$ cat config.mk
export PLATFORM = sky130hd
export DESIGN_NAME = fp_fmul_fadd_4_4
export DESIGN_NICKNAME = d
export VERILOG_FILES = /design/src/rtl/fp_fmul_fadd_4_4.sv
export SDC_FILE = /design/constraint.sdc
export NUM_CORES = 1
export LEC_CHECK = 0
export CORE_MARGIN = 2
export CORE_UTILIZATION = 55
export CTS_BUF_LIST = sky130_fd_sc_hd__clkbuf_8
export DETAILED_ROUTE_END_ITERATION = 16
export MAX_ROUTING_LAYER = met4
export PLACE_DENSITY = 0.8
export SYNTH_ARGS = -nofsm -noshare
export SYNTH_HDL_FRONTEND = slang
export SYNTH_SLANG_ARGS = --single-unit
$ cat constraint.sdc
create_clock -name clk -period 7 [get_ports clk]
set_input_delay 1.4 -clock clk [delete_from_list [all_inputs] [get_ports clk]]
set_output_delay 1.4 -clock clk [all_outputs]
set_load 0.02 [all_outputs]
$ cat src/rtl/fp_fmul_fadd_4_4.sv
// fp_fmul_fadd_4_4
//   FloPoCo-format (2-bit exception, sign, 4-bit exponent bias 7, 4-bit fraction)
//   multiplier and adder sharing one clock and reset, each gated by its own
//   clock enable. Rounding is round-to-nearest-even; no subnormals.
//
// Ports
//   clk            rising-edge clock
//   reset          asynchronous active-low clear of every pipeline register
//   mul_ce         multiplier enable; mul_r updates 1 enabled edge after operands
//   mul_x, mul_y   multiplier operands
//   mul_r          product
//   add_ce         adder enable; add_r updates 2 enabled edges after operands
//   add_x, add_y   adder operands
//   add_r          sum
module fp_fmul_fadd_4_4 #(
  parameter int WE = 4,
  parameter int WF = 4
) (
  input  logic             clk,
  input  logic             reset,
  input  logic             mul_ce,
  input  logic [WE+WF+2:0] mul_x,
  input  logic [WE+WF+2:0] mul_y,
  output logic [WE+WF+2:0] mul_r,
  input  logic             add_ce,
  input  logic [WE+WF+2:0] add_x,
  input  logic [WE+WF+2:0] add_y,
  output logic [WE+WF+2:0] add_r
);

  localparam logic [1:0]  EXC_ZERO = 2'b00;
  localparam logic [1:0]  EXC_NORM = 2'b01;
  localparam logic [1:0]  EXC_INF  = 2'b10;
  localparam logic [1:0]  EXC_NAN  = 2'b11;
  localparam logic [10:0] NAN_WORD = 11'b11_0_0000_0000;

  // ---------------------------------------------------------------- multiplier
  logic [1:0]  mxe, mye;
  logic        mxs, mys, msgn;
  logic [3:0]  mxexp, myexp, mxf, myf;
  logic [9:0]  mprod;
  logic        mnorm, mrnd, mstk, minc;
  logic [3:0]  mfrac;
  logic [4:0]  mfrac_r;
  logic [5:0]  mexp;     // two's complement; bit 5 set means underflow
  logic [10:0] mul_nxt;

  assign {mxe, mxs, mxexp, mxf} = mul_x;
  assign {mye, mys, myexp, myf} = mul_y;
  assign msgn = mxs ^ mys;

  always_comb begin
    mprod = {5'b0, 1'b1, mxf} * {5'b0, 1'b1, myf};
    mnorm = mprod[9];
    if (mnorm) begin
      mfrac = mprod[8:5];
      mrnd  = mprod[4];
      mstk  = |mprod[3:0];
    end else begin
      mfrac = mprod[7:4];
      mrnd  = mprod[3];
      mstk  = |mprod[2:0];
    end
    minc    = mrnd & (mstk | mfrac[0]);
    mfrac_r = {1'b0, mfrac} + {4'b0, minc};
    // fraction carry-out leaves mfrac_r[3:0] == 0, so only the exponent moves
    mexp    = {2'b0, mxexp} + {2'b0, myexp} + {5'b0, mnorm} + {5'b0, mfrac_r[4]} - 6'd7;

    if (mxe == EXC_NAN || mye == EXC_NAN ||
        (mxe == EXC_ZERO && mye == EXC_INF) || (mxe == EXC_INF && mye == EXC_ZERO))
      mul_nxt = NAN_WORD;
    else if (mxe == EXC_INF || mye == EXC_INF)
      mul_nxt = {EXC_INF, msgn, 8'b0};
    else if (mxe == EXC_ZERO || mye == EXC_ZERO)
      mul_nxt = {EXC_ZERO, msgn, 8'b0};
    else if (mexp[5])
      mul_nxt = {EXC_ZERO, msgn, 8'b0};
    else if (mexp[4])
      mul_nxt = {EXC_INF, msgn, 8'b0};
    else
      mul_nxt = {EXC_NORM, msgn, mexp[3:0], mfrac_r[3:0]};
  end

  always_ff @(posedge clk or negedge reset) begin
    if (!reset)      mul_r <= '0;
    else if (mul_ce) mul_r <= mul_nxt;
  end

  // ------------------------------------------------------------ adder stage 1
  // Either the result is already fully known (special) or we carry the
  // aligned sum with 3 guard/round/sticky bits below the significand.
  typedef struct packed {
    logic        spec;
    logic [10:0] word;
    logic        sgn;
    logic [3:0]  exp;
    logic [8:0]  sum;   // [8] carry, [7:3] significand, [2:0] g/r/s
  } add_s1_t;

  add_s1_t     s1, s1_nxt;
  logic [1:0]  axe, aye;
  logic        axs, ays, x_big, big_s, sml_s;
  logic [3:0]  axexp, ayexp, axf, ayf, big_e, sml_e, big_f, sml_f, dsh;
  logic [15:0] sml_sh;
  logic [7:0]  a_al, b_al;

  assign {axe, axs, axexp, axf} = add_x;
  assign {aye, ays, ayexp, ayf} = add_y;

  always_comb begin
    x_big = {axexp, axf} >= {ayexp, ayf};
    big_s = x_big ? axs   : ays;
    big_e = x_big ? axexp : ayexp;
    big_f = x_big ? axf   : ayf;
    sml_s = x_big ? ays   : axs;
    sml_e = x_big ? ayexp : axexp;
    sml_f = x_big ? ayf   : axf;
    dsh   = big_e - sml_e;
    // wide shifter keeps every shifted-out bit so sticky is exact for any distance
    sml_sh = {1'b1, sml_f, 11'b0} >> dsh;
    b_al   = {sml_sh[15:9], sml_sh[8] | (|sml_sh[7:0])};
    a_al   = {1'b1, big_f, 3'b0};

    s1_nxt      = '0;
    s1_nxt.sgn  = big_s;
    s1_nxt.exp  = big_e;
    s1_nxt.sum  = (big_s ^ sml_s) ? ({1'b0, a_al} - {1'b0, b_al})
                                  : ({1'b0, a_al} + {1'b0, b_al});

    if (axe == EXC_NAN || aye == EXC_NAN ||
        (axe == EXC_INF && aye == EXC_INF && axs != ays)) begin
      s1_nxt.spec = 1'b1;
      s1_nxt.word = NAN_WORD;
    end else if (axe == EXC_INF) begin
      s1_nxt.spec = 1'b1;
      s1_nxt.word = {EXC_INF, axs, 8'b0};
    end else if (aye == EXC_INF) begin
      s1_nxt.spec = 1'b1;
      s1_nxt.word = {EXC_INF, ays, 8'b0};
    end else if (axe == EXC_ZERO && aye == EXC_ZERO) begin
      s1_nxt.spec = 1'b1;
      s1_nxt.word = {EXC_ZERO, axs & ays, 8'b0};
    end else if (axe == EXC_ZERO) begin
      s1_nxt.spec = 1'b1;
      s1_nxt.word = add_y;
    end else if (aye == EXC_ZERO) begin
      s1_nxt.spec = 1'b1;
      s1_nxt.word = add_x;
    end
  end

  // ------------------------------------------------------------ adder stage 2
  logic [2:0]  lz;
  logic [6:0]  nsh;
  logic [3:0]  afrac;
  logic        arnd, astk, ainc;
  logic [4:0]  afrac_r;
  logic [5:0]  aexp_adj, aexp;   // two's complement
  logic [10:0] add_nxt;

  always_comb begin
    // A non-zero sum always has its leading one within sum[7:2]: cancellation
    // deep enough to reach the low bits only happens at shift 0/1, where the
    // bottom bits of the difference are zero.
    lz = 3'd6;
    for (int i = 0; i < 6; i++)
      if (s1.sum[2+i]) lz = 3'(5 - i);
    nsh = s1.sum[6:0] << lz;

    if (s1.sum[8]) begin
      afrac    = s1.sum[7:4];
      arnd     = s1.sum[3];
      astk     = |s1.sum[2:0];
      aexp_adj = {2'b0, s1.exp} + 6'd1;
    end else begin
      afrac    = nsh[6:3];
      arnd     = nsh[2];
      astk     = |nsh[1:0];
      aexp_adj = {2'b0, s1.exp} - {3'b0, lz};
    end
    ainc    = arnd & (astk | afrac[0]);
    afrac_r = {1'b0, afrac} + {4'b0, ainc};
    aexp    = aexp_adj + {5'b0, afrac_r[4]};

    if (s1.spec)
      add_nxt = s1.word;
    else if (s1.sum == 9'd0)
      add_nxt = '0;                           // exact cancellation is +0
    else if (aexp[5])
      add_nxt = {EXC_ZERO, s1.sgn, 8'b0};
    else if (aexp[4])
      add_nxt = {EXC_INF, s1.sgn, 8'b0};
    else
      add_nxt = {EXC_NORM, s1.sgn, aexp[3:0], afrac_r[3:0]};
  end

  always_ff @(posedge clk or negedge reset) begin
    if (!reset) begin
      s1    <= '0;
      add_r <= '0;
    end else if (add_ce) begin
      s1    <= s1_nxt;
      add_r <= add_nxt;
    end
  end

endmodule

==> flow_summary_export.csv <==
group,metric,value,unit
route,vias,4720,
clock_network,cts_sinks,48,
worst_setup_path,max_stage_delay,0.52,ns
clock_network,cts-root-buf,"clkbuf_8",
worst_setup_path,critPathTopFamily,"adder cells",
sta,max_slew_margin,30.2,%
worst_setup_path,worstSetupPathType,"in -> reg",
placed_design,io_buffers,69,
clock_network,cts_max_level,2,
route,viasPerCell,5.81,
run_status,outcome,"completed",
logic_synthesis,synth_edf_count,0,
global_routing,grt_remaining_overflow,0,
sta,tightest_slew,1.05,ns
power_and_ir_drop,power,0.00143,W
worst_setup_path,cp_slowest_cell,"fa_1",
worst_setup_path,startpoint_type,"input pin",
logic_synthesis,synthTopCellsByArea,"dfrtp_1, ha_1, a21oi_1, inv_1, fa_1",
sta,final-setup-viol-count,0,
worst_setup_path,r2r_end,"add_r[2]$_DFFE_PN0P_",
worst_setup_path,cp-end-kind,"flip-flop",
logic_synthesis,synth_area_leader_cell,"dfrtp_1",
cells_and_area,nNetsFinal,814,
cells_and_area,fin_util,70.0,%
logic_synthesis,synth_ff_type,"dfrtp_1",
cells_and_area,n_fill_cell,725,
logic_synthesis,synth_warnings,0,
sta,finalHoldViolations,0,
power_and_ir_drop,powerDensity,234,nW/um2
floorplan,start_util,56.8,%
logic_synthesis,ys_ff_latch,48,
sta,hold_ws,0.530,ns
placed_design,hpwl,9560,um
logic_synthesis,yosysTopAreaCellShare,24.1,%
worst_setup_path,required,7.17,ns
logic_synthesis,syn_area,4980,um2
worst_setup_path,reg2regPathDepth,15,
placed_design,place_congestion,0.970,
global_routing,grt.total_usage,26.6,%
cells_and_area,multi_input_comb_area,3510,um2
worst_setup_path,crit_start,"mul_x[1]",
global_routing,grt_max_degree,69,
clock_network,clkLatencyLatePin,0.31,ns
cells_and_area,regArea,1200,um2
sta,final.min_clock_period,6.83,ns
floorplan,rows,34,
logic_synthesis,syn_area_per_cell,7.94,um2
logic_synthesis,ys_async_sr_fraction,100,%
clock_network,cts.clk_slew.worst_paths,0.10,ns
logic_synthesis,synth_commonest_cells,"inv_1, a21oi_1, nor2_1",
clock_network,cts_buffers,5,
worst_setup_path,crit_end,"mul_r[10]$_DFFE_PN0P_",
worst_setup_path,arrival,7.00,ns
global_routing,antenna_found_initial,0,
global_routing,grt_pass1_wl,21300,um
floorplan,io_pins,70,
route,drc_errors,0,
cells_and_area,drive_above_1_share,11.1,%
logic_synthesis,synth_fp_nets,738,
floorplan,dieArea,9830,um2
hold_path,hold_class,"reg -> reg",
logic_synthesis,yosysMostFrequentCell,"inv_1",
floorplan,core_region_area,8760,um2
worst_setup_path,r2r_slack,3.27,ns
worst_setup_path,path_buf_inv,3,
logic_synthesis,seq_area_frac_synth,24.1,%
floorplan,dieWidth,99.1,um
global_routing,grt_pass1_vias,4699,
power_and_ir_drop,ir_drop,0.143,mV
logic_synthesis,synthCells,627,
power_and_ir_drop,p_leak,2.73,nW
route,wl,12300,um
worst_setup_path,crit_top_cell,"a21oi_2",
worst_setup_path,r2r_start,"s1[3]$_DFFE_PN0P_",
sta,max_freq,146,MHz
route,firstDrtPassIters,6,
route,drt_iter0_markers,244,
worst_setup_path,cp.depth,27,
clock_network,cts_tree,"built",
floorplan,die_y,99.1,um
cells_and_area,area_delta_synth_final,23.3,%
sta,fin_setup_tns,0,ns
sta,fin_crit_sh,97.5,%
logic_synthesis,yosysUniqueCellTypes,64,
sta,final-max-slew-violation-count,0,
route,ant_nets,0,
sta,clock_skew,0.0161,ns
job,cap_violations,0,
route,wl_per_cell,15.2,um
clock_network,clk_path_buf_depth,2,
worst_setup_path,crit_fanout,5,
cells_and_area,num_antenna_cells,0,
## cell usage in the layout, fill, tap and decap left out, types with 6 or more instances in the layout
| cell type | synthesis | final |
|---|---|---|
| clkdlybuf4s50_1 | 0 | 67 |
| buf_4 | 0 | 26 |
| nor2_1 | 66 | 66 |
| o21ai_0 | 30 | 30 |
| xnor2_1 | 14 | 12 |
| a21oi_1 | 67 | 63 |
| nor2b_1 | 9 | 8 |
| and2_1 | 10 | 10 |
| dfrtp_1 | 48 | 48 |
| o22ai_1 | 19 | 14 |
| ha_1 | 50 | 48 |
| fa_1 | 13 | 11 |
| o22ai_2 | 1 | 6 |
| a22oi_1 | 20 | 20 |
| mux2_2 | 6 | 6 |
| inv_1 | 72 | 72 |
| mux2i_1 | 7 | 7 |
| nor3_1 | 12 | 12 |
| nand2_1 | 44 | 44 |
| xor2_1 | 14 | 14 |
| nand3_1 | 13 | 11 |
## worst register-to-register path, cell delays in order (launching register included)
cell       delay, ns
dfrtp_1         0.48
o21a_1          0.22
nor3_1          0.35
inv_1           0.22
o2111ai_1       0.25
a21boi_0        0.29
ha_1            0.24
nand2_1         0.06
nor2_1          0.11
ha_1            0.18
and3_1          0.18
a21oi_1         0.07
nor2b_1         0.14
nor2b_1         0.53
a22oi_1         0.17
a21oi_1         0.18
## kinds of logic after synthesis
kind of cell,share of synthesized area [%]
xor gates and xnor gates,4.93
DFF,24.1
and+or+nand+nor,17.2
buffers and inverters,7.77
muxes,2.99
adders and majority gates,17.8
AOI/OAI and AO/OA,25.2
## layer usage
layer | routed length (um) | global-route usage [%]
met4 | 279 | 6.01
met1 | 5520 | 35.0
met3 | 587 | 3.16
met2 | 5920 | 44.2
met5 | 0 | -
## flip-flops by register name, indices dropped and copies added (netlist names)
register	cells
add_r	11
mul_r	11
s1	26
## timing repair
action | in CTS | in global routing
pin swaps | 1 | 15
buffers inserted | 0 | 2
hold buffers | 0 | 0
endpoints found under the setup margin | 8 | 11
gates resized for setup | 4 | 19
cloned | 0 | 0
## where the power goes
part	switching, W	internal, W
Sequential	0.0000538	0.000315
Combinational	0.000448	0.000375
Clock	0.0000991	0.000144
Total	0.000601	0.000833
## final cells by class
class	instances	share of cell area, %
flip-flops and latches	48	19.6
clock inverters	3	1.12
multi-input cells	480	57.3
clock buffers	5	1.12
well taps	108	2.20
inverters	73	4.46
repair buffers	95	14.3
## worst min path at each step
| stage | start | endpoint | slack, ns | cells past startpoint |
|---|---|---|---|---|
| after floorplan | s1[13]$_DFFE_PN0P_ | s1[13]$_DFFE_PN0P_ | 0.50 | 2 |
| after global placement | add_r[9]$_DFFE_PN0P_ | add_r[9]$_DFFE_PN0P_ | 0.51 | 2 |
| after detailed placement | add_r[5]$_DFFE_PN0P_ | add_r[5]$_DFFE_PN0P_ | 0.51 | 2 |
| after CTS | mul_r[8]$_DFFE_PN0P_ | mul_r[8]$_DFFE_PN0P_ | 0.53 | 2 |
| after global routing | mul_r[4]$_DFFE_PN0P_ | mul_r[4]$_DFFE_PN0P_ | 0.57 | 2 |
| final | add_r[5]$_DFFE_PN0P_ | add_r[5]$_DFFE_PN0P_ | 0.53 | 2 |
## per-stage QoR
stage	cell area [um2]	worst slack [ns]	std cells
after floorplan	4980	0.179	627
after global placement	5860	-0.172	802
after detailed placement	5860	-0.468	802
after CTS	6020	0.0354	810
after global routing	6140	-0.0594	812
final	6140	0.174	812
(Power assumes the default switching activity.)
